==> config.mk <==
export PLATFORM = sky130hd
export DESIGN_NAME = led_pattern_blinker
export DESIGN_NICKNAME = d
export VERILOG_FILES = /design/src/rtl/led_pattern_blinker.sv
export SDC_FILE = /design/constraint.sdc
export NUM_CORES = 1
export LEC_CHECK = 0
export CAP_MARGIN = 5
export CORE_MARGIN = 1.5
export CORE_UTILIZATION = 41
export CTS_BUF_LIST = sky130_fd_sc_hd__clkbuf_16
export DETAILED_ROUTE_END_ITERATION = 10
export GPL_ROUTABILITY_DRIVEN = 0
export PLACE_DENSITY = 0.67
export SYNTH_ARGS = -nofsm -noshare
export SYNTH_HDL_FRONTEND = slang
export SYNTH_SLANG_ARGS = --single-unit
==> constraint.sdc <==
create_clock -name clk -period 2.3 [get_ports clk]
set_clock_uncertainty 0.2 [all_clocks]
set_input_delay 0.575 -clock clk [delete_from_list [all_inputs] [get_ports clk]]
set_output_delay 0.575 -clock clk [all_outputs]
set_load 0.01 [all_outputs]
==> src/rtl/led_pattern_blinker.sv <==
// Multi-channel LED driver: shared prescaler and 8-step sequencer, per-channel OFF/ON/BLINK/PATTERN modes.
// Optional PWM brightness stage enabled by defining LED_PATTERN_BLINKER_PWM_EN.
module led_pattern_blinker #(
  parameter int unsigned NCH      = 4,
  parameter logic        LED_OFF  = 1'b1,
  parameter logic [31:0] TICK_TOP = 32'hFFFFFF
) (
  input  logic               clk,
  input  logic               resetn,
  input  logic [2*NCH-1:0]   mode_i,
  input  logic [8*NCH-1:0]   pattern_i,
  input  logic               restart_i,
`ifdef LED_PATTERN_BLINKER_PWM_EN
  input  logic [4*NCH-1:0]   brightness_i,
`endif
  output logic [NCH-1:0]     led_o,
  output logic [2:0]         step_o
);

  localparam int unsigned PRESC_W = 32;
  localparam int unsigned STEP_W  = 3;
  localparam int unsigned PWM_W   = 4;

  typedef enum logic [1:0] {
    MODE_OFF     = 2'd0,
    MODE_ON      = 2'd1,
    MODE_BLINK   = 2'd2,
    MODE_PATTERN = 2'd3
  } mode_e;

  logic [PRESC_W-1:0] presc_q;
  logic [STEP_W-1:0]  step_q;
  logic               tick_c;
  logic [NCH-1:0]     lit_c;
  logic [NCH-1:0]     gate_c;
  logic [NCH-1:0]     led_d_c;

  assign tick_c = (presc_q == '0);

  // Shared timebase; restart wins over a coincident tick.
  always_ff @(posedge clk or negedge resetn) begin
    if (!resetn) begin
      presc_q <= TICK_TOP;
      step_q  <= '0;
    end else if (restart_i) begin
      presc_q <= TICK_TOP;
      step_q  <= '0;
    end else if (tick_c) begin
      presc_q <= TICK_TOP;
      step_q  <= step_q + STEP_W'(1);
    end else begin
      presc_q <= presc_q - PRESC_W'(1);
    end
  end

  // Per-channel lit decision from mode, pattern and the current step.
  always_comb begin
    lit_c = '0;
    for (int n = 0; n < int'(NCH); n++) begin
      unique case (mode_e'(mode_i[2*n +: 2]))
        MODE_OFF:     lit_c[n] = 1'b0;
        MODE_ON:      lit_c[n] = 1'b1;
        MODE_BLINK:   lit_c[n] = ~step_q[0];
        MODE_PATTERN: lit_c[n] = pattern_i[8*n + int'(step_q)];
        default:      lit_c[n] = 1'b0;
      endcase
    end
  end

`ifdef LED_PATTERN_BLINKER_PWM_EN
  logic [PWM_W-1:0] pwm_q;

  always_ff @(posedge clk or negedge resetn) begin
    if (!resetn) begin
      pwm_q <= '0;
    end else begin
      pwm_q <= pwm_q + PWM_W'(1);
    end
  end

  // Full-scale brightness stays on; zero brightness never passes.
  always_comb begin
    gate_c = '0;
    for (int n = 0; n < int'(NCH); n++) begin
      gate_c[n] = (brightness_i[4*n +: 4] == 4'hF) || (pwm_q < brightness_i[4*n +: 4]);
    end
  end
`else
  assign gate_c = '1;
`endif

  always_comb begin
    led_d_c = {NCH{LED_OFF}};
    for (int n = 0; n < int'(NCH); n++) begin
      led_d_c[n] = (lit_c[n] && gate_c[n]) ? ~LED_OFF : LED_OFF;
    end
  end

  always_ff @(posedge clk or negedge resetn) begin
    if (!resetn) begin
      led_o <= {NCH{LED_OFF}};
    end else begin
      led_o <= led_d_c;
    end
  end

  assign step_o = step_q;

endmodule

==> metrics.txt <==
# TYPE chip_impl_metric gauge
chip_impl_metric{name="netlist_instances",unit=""} 222
chip_impl_metric{name="vias_per_cell",unit=""} 5.49
chip_impl_metric{name="number_of_synthesized_flops_with_an_enable_pin",unit=""} 0
chip_impl_metric{name="report.power.total",unit="mW"} 1.63
chip_impl_metric{name="slowest_stage_delay_on_critical_path",unit="ps"} 530
chip_impl_metric{name="power.share.combinational",unit=""} 0.094
chip_impl_metric{name="cts-htree-levels",unit=""} 2
chip_impl_metric{name="remaining_max_slew_budget_at_the_tightest_pin",unit=""} 0.678
chip_impl_metric{name="cellInternalPower",unit="mW"} 1.31
chip_impl_metric{name="timing.max_cap.violations",unit=""} 0
chip_impl_metric{name="die_area",unit="sq um"} 6160
chip_impl_metric{name="p_per_area",unit="nW/um^2"} 511
chip_impl_info{name="hp-class",value="in -> async"} 1
chip_impl_metric{name="postCtsHoldBufs",unit=""} 0
chip_impl_info{name="worst_setup_start_kind",value="flop"} 1
chip_impl_metric{name="std_cell_rows",unit=""} 27
chip_impl_metric{name="worst_hold_slack",unit="ps"} 146
chip_impl_metric{name="antennaDiodeCount",unit=""} 0
chip_impl_metric{name="cp_max_fo",unit=""} 1
chip_impl_metric{name="ant_nets",unit=""} 0
chip_impl_metric{name="grt_max_degree",unit=""} 40
chip_impl_metric{name="critPathRequiredTime",unit="ps"} 1520
chip_impl_info{name="cts_root_buf",value="clkbuf_16"} 1
chip_impl_metric{name="power.switching",unit="mW"} 0.321
chip_impl_metric{name="drive_gt1_frac",unit=""} 0.278
chip_impl_metric{name="synth.yosys.seq_area_share",unit=""} 0.433
chip_impl_metric{name="data_arrival_critical_path",unit="ps"} 1330
chip_impl_metric{name="timing.critical_path.buf_inv",unit=""} 1
chip_impl_metric{name="portBuffers",unit=""} 49
chip_impl_info{name="critical_path.top_delay_family",value="flip-flops"} 1
chip_impl_metric{name="min_period_over_period",unit=""} 0.917
chip_impl_metric{name="antenna_found_initial",unit=""} 0
chip_impl_metric{name="fillers",unit=""} 476
chip_impl_metric{name="ys.warnings.count",unit=""} 0
chip_impl_info{name="crit_path_cell_trace",value="clkdlybuf4s50_1"} 1
chip_impl_metric{name="p_sw_frac",unit=""} 0.197
chip_impl_metric{name="max-clock-path-buffers",unit=""} 2
chip_impl_metric{name="static-leakage-power",unit="nW"} 1.16
chip_impl_metric{name="final_max_slew_viol_count",unit=""} 0
chip_impl_info{name="run_status",value="finished, final reports clean"} 1
chip_impl_metric{name="post_cts_resize_count",unit=""} 0
chip_impl_metric{name="power.share.clock",unit=""} 0.470
chip_impl_info{name="rsz0062_at_grt",value="false"} 1
chip_impl_metric{name="setup_viol_count_final",unit=""} 0
chip_impl_metric{name="sequentialPowerShare",unit=""} 0.437
chip_impl_metric{name="core_region_area",unit="sq um"} 5510
chip_impl_metric{name="postSynthNetCount",unit=""} 267
chip_impl_metric{name="avgSynthCellArea",unit="sq um"} 10.5
chip_impl_metric{name="clk_latency",unit="ps"} 280
chip_impl_metric{name="die_h",unit="um"} 78.5
chip_impl_metric{name="syn-cell-area",unit="sq um"} 2340
chip_impl_metric{name="via_count",unit=""} 1978
chip_impl_metric{name="postCtsSetupBuffers",unit=""} 0
chip_impl_metric{name="grt.overflow.total",unit=""} 0
chip_impl_metric{name="grtUsageTotal",unit=""} 0.181
chip_impl_metric{name="synth.ff_latch_count",unit=""} 39
chip_impl_metric{name="floorplan.die.width",unit="um"} 78.5
chip_impl_metric{name="avgRoutedWirePerCell",unit="um"} 14.4
chip_impl_metric{name="cts.sinks",unit=""} 39
chip_impl_metric{name="layout.nets",unit=""} 332
chip_impl_info{name="most_used_dff_post_synth",value="dfstp_2"} 1
chip_impl_metric{name="drc",unit=""} 0
chip_impl_metric{name="firstDrtPassIters",unit=""} 4
chip_impl_info{name="critical-path-slowest-cell",value="dfstp_2"} 1
chip_impl_info{name="tritoncts",value="built"} 1
chip_impl_metric{name="grt_pass1_wl",unit="um"} 8960
chip_impl_metric{name="max_freq",unit="MHz"} 474
chip_impl_metric{name="timing_worst_slew_pin_value",unit="ps"} 484
chip_impl_metric{name="numCtsBuffers",unit=""} 5
chip_impl_metric{name="clk_pin_slew",unit="ps"} 60
chip_impl_metric{name="ir_drop",unit="mV"} 0.272
chip_impl_metric{name="totalWireLength",unit="um"} 5190
chip_impl_metric{name="detail_route.iter0.violations",unit=""} 158
chip_impl_metric{name="num_io_pins",unit=""} 50
chip_impl_metric{name="fin_crit",unit="ps"} 2110
chip_impl_metric{name="final_sum_of_negative_setup_slack",unit="ps"} 0
chip_impl_metric{name="synth_cell_type_count",unit=""} 46
chip_impl_metric{name="synth_async_sr_flop_share",unit=""} 1.00
chip_impl_info{name="critPathKind",value="reg -> out"} 1
chip_impl_metric{name="initial_utilization",unit=""} 0.424
chip_impl_metric{name="first_global_vias",unit=""} 1925
chip_impl_metric{name="area_delta_synth_final",unit="%"} 36.7
chip_impl_info{name="cp-end-kind",value="output port"} 1
chip_impl_metric{name="hold_viol",unit=""} 0
chip_impl_metric{name="dpl.hpwl",unit="um"} 3870
-- registers in the layout, indices dropped and copies added, names as in the netlist --
register	count
step_o	3
led_o	4
presc_q	32
-- cells in the final DEF, fill, tap and decap left out, types with 3 or more instances in the layout --
cell type | netlist | layout
nor2_1 | 9 | 9
nand3_1 | 14 | 14
a21oi_1 | 8 | 8
clkdlybuf4s50_1 | 0 | 48
nor3b_1 | 4 | 4
clkbuf_16 | 0 | 5
o31ai_1 | 4 | 4
dfrtp_1 | 11 | 11
nor3_1 | 10 | 10
o41ai_1 | 6 | 6
nor4_2 | 6 | 6
mux2i_1 | 6 | 6
o21ai_0 | 7 | 7
nand2_1 | 24 | 24
inv_1 | 3 | 3
mux4_2 | 8 | 8
or3_1 | 8 | 8
dfstp_2 | 28 | 28
nor2b_1 | 5 | 5
xor2_1 | 10 | 10
mux2_2 | 3 | 3
or4_1 | 5 | 5
buf_4 | 1 | 20
-- worst paths after layout --
| kind | start | endpoint | slack [ps] | depth (start not counted) |
|---|---|---|---|---|
| worst max-delay path | led_o[2]$_DFF_PN1_ | led_o[2] | 190 | 1 |
| worst min-delay path | resetn | step_o[2]$_DFFE_PN0P_ | 150 | 2 |
| worst max register to register | presc_q[4]$_DFF_PN1_ | step_o[1]$_DFFE_PN0P_ | 210 | 6 |
| worst min register to register | presc_q[0]$_DFF_PN1_ | presc_q[0]$_DFF_PN1_ | 270 | 1 |
| max in group asynchronous | resetn | presc_q[18]$_DFF_PN1_ | 1400 | 2 |
| min in group clk | presc_q[0]$_DFF_PN1_ | presc_q[0]$_DFF_PN1_ | 270 | 1 |
-- power by group through the flow --
stage / Clock [mW] / Sequential [mW] / Combinational, mW
final: 0.766 / 0.712 / 0.153
after global routing: 0.816 / 0.712 / 0.168
after CTS: 0.782 / 0.712 / 0.155
after detailed placement: 0 / 0.722 / 0.155
after global placement: 0 / 0.722 / 0.152
after floorplan: 0 / 0.724 / 0.0410
-- through the flow --
step	cells	cell area, sq um	worst slack [ps]	utilization
floorplan	222	2340	265	-
CTS	360	3190	176	0.580
global placement	352	3030	229	0.550
global route	360	3190	37.9	0.580
finish	360	3190	192	0.580
detailed placement	352	3030	182	0.550
-- area by class of cell --
cell class / count / area, sq um / share of cell area
clock inverter: 3 / 38.8 / 0.0121
sequential: 39 / 1010 / 0.317
multi-input combinational: 168 / 1260 / 0.395
tap: 72 / 90.1 / 0.0282
clock buffer: 5 / 125 / 0.0392
inverter: 3 / 11.3 / 0.00353
timing repair buffer: 70 / 656 / 0.205
-- per-layer routing --
| metal | up-vias | global-route usage | part of all wire |
|---|---|---|---|
| met2 | 62 | 0.300 | 0.48 |
| met3 | 6 | 0.0349 | 0.052 |
| met1 | 945 | 0.236 | 0.45 |
| li1 | 965 | - | - |
| met5 | - | 0 | 0 |
| met4 | 0 | 0.0607 | 0.015 |
-- Yosys cell counts, types with 2 or more instances --
cell | instances | area (sq um)
nor4_1 | 2 | 12.5
or4_1 | 5 | 37.5
mux2_2 | 3 | 33.8
xor2_1 | 10 | 87.6
nor3b_1 | 4 | 30.0
or3_1 | 8 | 50.1
dfstp_2 | 28 | 736
mux2i_1 | 6 | 60.1
xnor2_1 | 2 | 17.5
nand3_1 | 14 | 70.1
o21ai_0 | 7 | 35.0
nand2_1 | 24 | 90.1
a21oi_1 | 8 | 40.0
a31oi_1 | 2 | 12.5
mux4_2 | 8 | 180
clkbuf_1 | 8 | 30.0
nor3_1 | 10 | 50.1
or2_2 | 2 | 12.5
inv_1 | 3 | 11.3
buf_2 | 3 | 15.0
o311ai_0 | 2 | 17.5
nor2_1 | 9 | 33.8
nor4_2 | 6 | 75.1
o41ai_1 | 6 | 52.6
ha_1 | 2 | 25.0
nand4bb_1 | 2 | 22.5
o31ai_1 | 4 | 30.0
and4_1 | 2 | 17.5
dfrtp_1 | 11 | 275
nor2b_1 | 5 | 31.3
-- cells by family after synthesis --
| logic type | after synthesis | synth area share |
|---|---|---|
| xor+xnor | 12 | 0.0450 |
| simple gates | 104 | 0.271 |
| compound gates | 33 | 0.0959 |
| mux | 17 | 0.117 |
| fa+ha+maj | 2 | 0.0107 |
| flops | 39 | 0.433 |
| buf+inv | 15 | 0.0273 |
Note: power is estimated with default switching activity, not from simulation.
